--- config.mk ---
export PLATFORM = sky130hd
export DESIGN_NAME = decode_queue
export DESIGN_NICKNAME = d
export VERILOG_FILES = /design/src/rtl/decode_queue.sv
export SDC_FILE = /design/constraint.sdc
export NUM_CORES = 1
export LEC_CHECK = 0
export CORE_MARGIN = 3
export CORE_UTILIZATION = 51
export DETAILED_ROUTE_END_ITERATION = 8
export PLACE_DENSITY = 0.87
export SLEW_MARGIN = 20
export SYNTH_ARGS = -nofsm -noshare
export SYNTH_HDL_FRONTEND = slang
export SYNTH_SLANG_ARGS = --single-unit
--- constraint.sdc ---
create_clock -name iClk -period 3.86 [get_ports iClk]
set_clock_uncertainty 0.2 [all_clocks]
set_input_delay 0.579 -clock iClk [delete_from_list [all_inputs] [get_ports iClk]]
set_output_delay 0.579 -clock iClk [all_outputs]
set_load 0.1 [all_outputs]
--- src/rtl/decode_queue.sv ---
// decode_queue: RISC-V instruction decoder in front of a small FIFO of decoded records.
// Instructions are decoded combinationally at push time, and the full record is
// stored per slot. The head record is driven out, and all outputs read as zero
// while the queue is empty.
//
// Handshake: both sides use strict valid/ready. A push happens on a rising edge
// with iValid=1, oReady=1 and iFlush=0. A pop happens on a rising edge with
// oValid=1 and iReady=1. oReady depends only on the stored count, so a full
// queue refuses a push even when a pop happens in the same cycle. Neither
// oReady nor oValid depends combinationally on the opposite side's strobe.
module decode_queue #(
  parameter int XLEN  = 32,
  parameter int DEPTH = 4,
  parameter int CNT_W = 16
) (
  input  logic             iClk,
  input  logic             iRstN,
  input  logic             iFlush,
  input  logic             iValid,
  output logic             oReady,
  input  logic [31:0]      iInstr,
  input  logic [XLEN-1:0]  iPC,
  output logic             oValid,
  input  logic             iReady,
  output logic [2:0]       oInstructionType,
  output logic [3:0]       oInstructionSubType,
  output logic [4:0]       oRd,
  output logic [4:0]       oRs1,
  output logic [4:0]       oRs2,
  output logic [XLEN-1:0]  oImm,
  output logic [XLEN-1:0]  oPC,
  output logic             oNop,
  output logic [CNT_W-1:0] oIllegalCount
);

  localparam int PTR_W = $clog2(DEPTH);
  localparam logic [PTR_W:0] FULL_CNT = (PTR_W+1)'(DEPTH);

  localparam logic [2:0] T_REG    = 3'd0;
  localparam logic [2:0] T_IMM    = 3'd1;
  localparam logic [2:0] T_LOAD   = 3'd2;
  localparam logic [2:0] T_UPPER  = 3'd3;
  localparam logic [2:0] T_STORE  = 3'd4;
  localparam logic [2:0] T_JUMP   = 3'd5;
  localparam logic [2:0] T_BRANCH = 3'd6;
  localparam logic [2:0] T_INV    = 3'd7;

  typedef struct packed {
    logic [2:0]      itype;
    logic [3:0]      sub;
    logic [4:0]      rd;
    logic [4:0]      rs1;
    logic [4:0]      rs2;
    logic [XLEN-1:0] imm;
    logic [XLEN-1:0] pc;
    logic            nop;
  } entry_t;

  // Decode signals
  logic [6:0]      opcode;
  logic [2:0]      f3;
  logic [6:0]      f7;
  logic [XLEN-1:0] imm_i, imm_s, imm_b, imm_u, imm_j;
  logic            dec_legal;
  logic [2:0]      dec_type;
  logic [3:0]      dec_sub;
  logic [XLEN-1:0] dec_imm;
  entry_t          dec_entry;

  // Queue state
  entry_t           slot_q [DEPTH];
  logic [PTR_W-1:0] rdptr_q, rdptr_d;
  logic [PTR_W-1:0] wrptr_q, wrptr_d;
  logic [PTR_W:0]   count_q, count_d;
  logic [CNT_W-1:0] illegal_q, illegal_d;
  logic             push, pop;
  entry_t           head;

  // Combinational decode of the incoming word into a full record.
  // Register fields are passed through as raw bit fields for every type.
  always_comb begin
    opcode = iInstr[6:0];
    f3     = iInstr[14:12];
    f7     = iInstr[31:25];

    imm_i = {XLEN{iInstr[31]}};
    imm_i[11:0] = iInstr[31:20];
    imm_s = {XLEN{iInstr[31]}};
    imm_s[11:0] = {iInstr[31:25], iInstr[11:7]};
    imm_b = {XLEN{iInstr[31]}};
    imm_b[12:0] = {iInstr[31], iInstr[7], iInstr[30:25], iInstr[11:8], 1'b0};
    imm_u = {XLEN{iInstr[31]}};
    imm_u[31:0] = {iInstr[31:12], 12'b0};
    imm_j = {XLEN{iInstr[31]}};
    imm_j[20:0] = {iInstr[31], iInstr[19:12], iInstr[20], iInstr[30:21], 1'b0};

    dec_legal = 1'b1;
    dec_type  = T_INV;
    dec_sub   = 4'hF;
    dec_imm   = '0;

    case (opcode)
      7'd51: begin
        dec_type  = T_REG;
        dec_sub   = {iInstr[30], f3};
        dec_legal = (f7 == 7'b0000000) ||
                    ((f7 == 7'b0100000) && ((f3 == 3'b000) || (f3 == 3'b101)));
      end
      7'd19: begin
        dec_type = T_IMM;
        dec_sub  = {(f3 == 3'b101) & iInstr[30], f3};
        dec_imm  = imm_i;
        // Shift-immediates reuse the funct7 field; only logical/arith forms exist.
        if (f3 == 3'b001) begin
          dec_legal = (f7 == 7'b0000000);
        end else if (f3 == 3'b101) begin
          dec_legal = (f7 == 7'b0000000) || (f7 == 7'b0100000);
        end
      end
      7'd3: begin
        dec_type  = T_LOAD;
        dec_sub   = {1'b0, f3};
        dec_imm   = imm_i;
        dec_legal = !((f3 == 3'b011) || (f3 == 3'b110) || (f3 == 3'b111));
      end
      7'd55: begin
        dec_type = T_UPPER;
        dec_sub  = 4'd0;
        dec_imm  = imm_u;
      end
      7'd23: begin
        dec_type = T_UPPER;
        dec_sub  = 4'd1;
        dec_imm  = imm_u;
      end
      7'd35: begin
        dec_type  = T_STORE;
        dec_sub   = {1'b0, f3};
        dec_imm   = imm_s;
        dec_legal = (f3 <= 3'b010);
      end
      7'd111: begin
        dec_type = T_JUMP;
        dec_sub  = 4'd0;
        dec_imm  = imm_j;
      end
      7'd103: begin
        dec_type  = T_JUMP;
        dec_sub   = 4'd1;
        dec_imm   = imm_i;
        dec_legal = (f3 == 3'b000);
      end
      7'd99: begin
        dec_type  = T_BRANCH;
        dec_sub   = {1'b0, f3};
        dec_imm   = imm_b;
        dec_legal = !((f3 == 3'b010) || (f3 == 3'b011));
      end
      default: dec_legal = 1'b0;
    endcase

    if (!dec_legal) begin
      dec_type = T_INV;
      dec_sub  = 4'hF;
      dec_imm  = '0;
    end

    dec_entry.itype = dec_type;
    dec_entry.sub   = dec_sub;
    dec_entry.rd    = iInstr[11:7];
    dec_entry.rs1   = iInstr[19:15];
    dec_entry.rs2   = iInstr[24:20];
    dec_entry.imm   = dec_imm;
    dec_entry.pc    = iPC;
    dec_entry.nop   = (dec_type == T_IMM) && (dec_sub == 4'd0) &&
                      (iInstr[11:7] == 5'd0) && (iInstr[19:15] == 5'd0) &&
                      (dec_imm == '0);
  end

  assign oReady = (count_q != FULL_CNT);
  assign oValid = (count_q != '0);
  assign push   = iValid && oReady && !iFlush;
  assign pop    = oValid && iReady;

  // Next-state for pointers, occupancy and the saturating illegal counter.
  always_comb begin
    rdptr_d   = rdptr_q;
    wrptr_d   = wrptr_q;
    count_d   = count_q;
    illegal_d = illegal_q;
    if (iFlush) begin
      rdptr_d = '0;
      wrptr_d = '0;
      count_d = '0;
    end else begin
      if (push) wrptr_d = wrptr_q + 1'b1;
      if (pop)  rdptr_d = rdptr_q + 1'b1;
      if (push && !pop) begin
        count_d = count_q + 1'b1;
      end else if (pop && !push) begin
        count_d = count_q - 1'b1;
      end
      if (push && (dec_entry.itype == T_INV) && (illegal_q != '1)) begin
        illegal_d = illegal_q + 1'b1;
      end
    end
  end

  // Control state register with asynchronous active-low reset.
  always_ff @(posedge iClk or negedge iRstN) begin
    if (!iRstN) begin
      rdptr_q   <= '0;
      wrptr_q   <= '0;
      count_q   <= '0;
      illegal_q <= '0;
    end else begin
      rdptr_q   <= rdptr_d;
      wrptr_q   <= wrptr_d;
      count_q   <= count_d;
      illegal_q <= illegal_d;
    end
  end

  // Slot storage; contents are only meaningful below count, so no reset.
  always_ff @(posedge iClk) begin
    if (push) slot_q[wrptr_q] <= dec_entry;
  end

  assign head          = slot_q[rdptr_q];
  assign oIllegalCount = illegal_q;

  // Head record drives the outputs only while an entry is present.
  always_comb begin
    oInstructionType    = '0;
    oInstructionSubType = '0;
    oRd                 = '0;
    oRs1                = '0;
    oRs2                = '0;
    oImm                = '0;
    oPC                 = '0;
    oNop                = 1'b0;
    if (oValid) begin
      oInstructionType    = head.itype;
      oInstructionSubType = head.sub;
      oRd                 = head.rd;
      oRs1                = head.rs1;
      oRs2                = head.rs2;
      oImm                = head.imm;
      oPC                 = head.pc;
      oNop                = head.nop;
    end
  end

endmodule

==> impl_metrics.tcl <==
set metrics [dict create \
    synth-edff-count 348 \
    hold_violations 0 \
    num_antenna_cells 0 \
    first_pass_iters 5 \
    die-area_um2 32000 \
    grt_pass1_wl_um 50200 \
    cts_max_level 2 \
    insertion_delay_ps 510 \
    synth_seq_cells 371 \
    setup_viol 0 \
    drtAntennaViolNets 0 \
    clockBufferDepth 3 \
    synth_nets 919 \
    wl_um 33000 \
    syn_area_um2 15200 \
    hp-class "reg -> reg" \
    dp_hpwl_um 20500 \
    cp-start-kind "register" \
    status "finished, final reports clean" \
    crit_required_ps 3080 \
    drv_slew 0 \
    worst_pin_slew_ps 995 \
    grt_max_degree 92 \
    routabilityCongestion 0.881 \
    period_share 0.841 \
    layout.nets 1109 \
    end_kind "output pin" \
    final_layout_size_suffix_gt1_frac 0.254 \
    grt_pass1_vias 8699 \
    postSynthCellCount 844 \
    row_count 62 \
    die_y_um 179 \
    synthToLayoutAreaGrowth_pct 22.1 \
    drt_first_iter_violations 863 \
    drc_errors 0 \
    portBuffers 173 \
    cts_root_buf "clkbuf_16" \
    relSlewSlack 0.334 \
    chipWidth_um 179 \
    crit_type "reg -> out" \
    crit_fanout 6 \
    wl_per_cell_um 22.8 \
    clkSinkCount 371 \
    cts_buffers 38 \
    synth_ff_type "edfxtp_1" \
    cts_setup_buffers 0 \
    yosysWarningCount 0 \
    core-area_um2 29100 \
    antenna_found_initial 0 \
    ys_seq_area_frac 0.723 \
    cts_tree "yes" \
    gr-total-overflow 0 \
    io_pins 174 \
    cap_viol_max_count 0 \
    clock.fmax_mhz 308 \
    syn_avg_cell_area_um2 18.1 \
    initial_core_util 0.524 \
    synth.distinct_cells 55 \
    async_reset_ff_frac 0.0620 \
    vias_per_cell 5.81 \
    tns_ps 0 \
    routed-via-count 8400 \
    period_minus_slack_ps 3250 \
    path_clk_slew_ps 60 \
    grtUsageTotal 0.209 \
    critical_path_arrival_ps 2470 \
    grt_setup_unrepaired "false" \
]
-- Yosys cell counts (all sizes together), types with 2 or more instances --
cell / count / area, µm²
nand3: 11 / 55.1
clkbuf: 26 / 97.6
dfrtp: 23 / 576
xor2: 19 / 166
o32ai: 2 / 17.5
edfxtp: 348 / 10500
nand2: 46 / 173
nand4b: 2 / 17.5
nand4: 6 / 37.5
nand3b: 2 / 15.0
or4: 2 / 15.0
a21oi: 25 / 125
and4: 2 / 17.5
inv: 6 / 22.5
or2: 2 / 12.5
and3: 12 / 75.1
mux4: 87 / 1960
nor4: 4 / 50.1
nand2b: 4 / 25.0
ha: 5 / 62.6
o22ai: 3 / 18.8
o21ai: 14 / 73.8
nor2b: 4 / 25.0
and2: 95 / 594
o21a: 5 / 37.5
xnor2: 3 / 26.3
a211oi: 3 / 22.5
nor2: 30 / 115
a22oi: 5 / 37.5
nor3: 10 / 50.1
buf: 21 / 114
-- flip-flops by register name, summed over array words and instances (netlist names) --
| name | flops |
|---|---|
| rdptr_q | 2 |
| wrptr_q | 2 |
| count_q | 3 |
| oIllegalCount | 16 |
| slot_q | 348 |
-- path summary, 6_finish.rpt --
| kind | from | end | slack, ps | cells after the start |
|---|---|---|---|---|
| worst max-delay path | count_q[0] | oReady | 610 | 2 |
| worst min-delay path | oIllegalCount[10] | oIllegalCount[10] | 300 | 1 |
| worst max register to register | count_q[1] | count_q[2] | 1250 | 7 |
| worst min register to register | oIllegalCount[10] | oIllegalCount[10] | 300 | 1 |
| max in group asynchronous | iRstN | rdptr_q[1] | 2720 | 2 |
| min in group asynchronous | iRstN | oIllegalCount[14] | 360 | 2 |
-- through the flow --
stage                     setup WS [ps]  cells  utilization  hold slack (ps)  area [µm²]
after floorplan                     266    844            -             83.4       15300
after global placement              317   1377        0.597              280       17400
after detailed placement            324   1377        0.597              281       17400
after CTS                           593   1446        0.640              293       18600
after global routing                528   1447        0.640              332       18600
final                               613   1447        0.640              296       18600
-- cells in the final DEF, fill, tap and decap left out, types with 5 or more instances in the layout --
cell type,synthesis,routed
o21ai_0,12,12
ha_1,5,5
xor2_1,19,19
nor3_1,10,10
and2_1,95,91
buf_12,0,11
clkbuf_16,0,39
nand4_1,6,6
o21a_1,5,5
nor2_1,29,29
and3_1,12,12
clkinv_1,0,9
a22oi_1,5,5
a21oi_1,25,25
inv_1,6,6
dfrtp_1,23,21
clkinv_2,0,6
clkbuf_1,26,6
nand2_1,46,46
edfxtp_1,348,348
buf_4,1,100
clkdlybuf4s50_1,0,84
nand3_1,11,11
mux4_2,87,87
-- area by class of cell --
cell class / instances / area [µm²]
clock inverters: 22 / 224
multi-input cells: 420 / 4010
repair buffers: 197 / 1830
well taps: 384 / 480
clock buffers: 47 / 1030
flip-flops and latches: 371 / 11000
inverters: 6 / 22.5
fillers: 1965 / 10500
-- logic make-up (layout without fill, tap and decap cells) --
family,Yosys count,after routing,share of synthesized area
buf+inv,53,272,0.0153
flops,371,371,0.723
fa+ha+maj,6,6,0.00542
simple gates,239,239,0.0881
xor+xnor,22,22,0.0126
mux,88,88,0.129
compound gates,65,65,0.0263
-- repair_timing --
item	CTS	global route
hold buffers	0	1
resized for setup	0	0
hold endpoints to repair	0	23
-- critical path, cell delays in order (launching register included) --
cell,delay (ps)
dfrtp_1,400
or3b_2,550
clkdlybuf4s50_1,1000
-- layer usage --
metal	wire length (µm)	vias to the layer above	global-route usage
met4	731	0	0.0604
met2	15600	438	0.323
met1	13600	4208	0.301
met5	0	-	0
met3	3100	55	0.0476
li1	-	3699	-
Power is left out: the tool's default activity adds up to more than one toggle a clock period on the data nets, which glitch-free logic cannot reach.
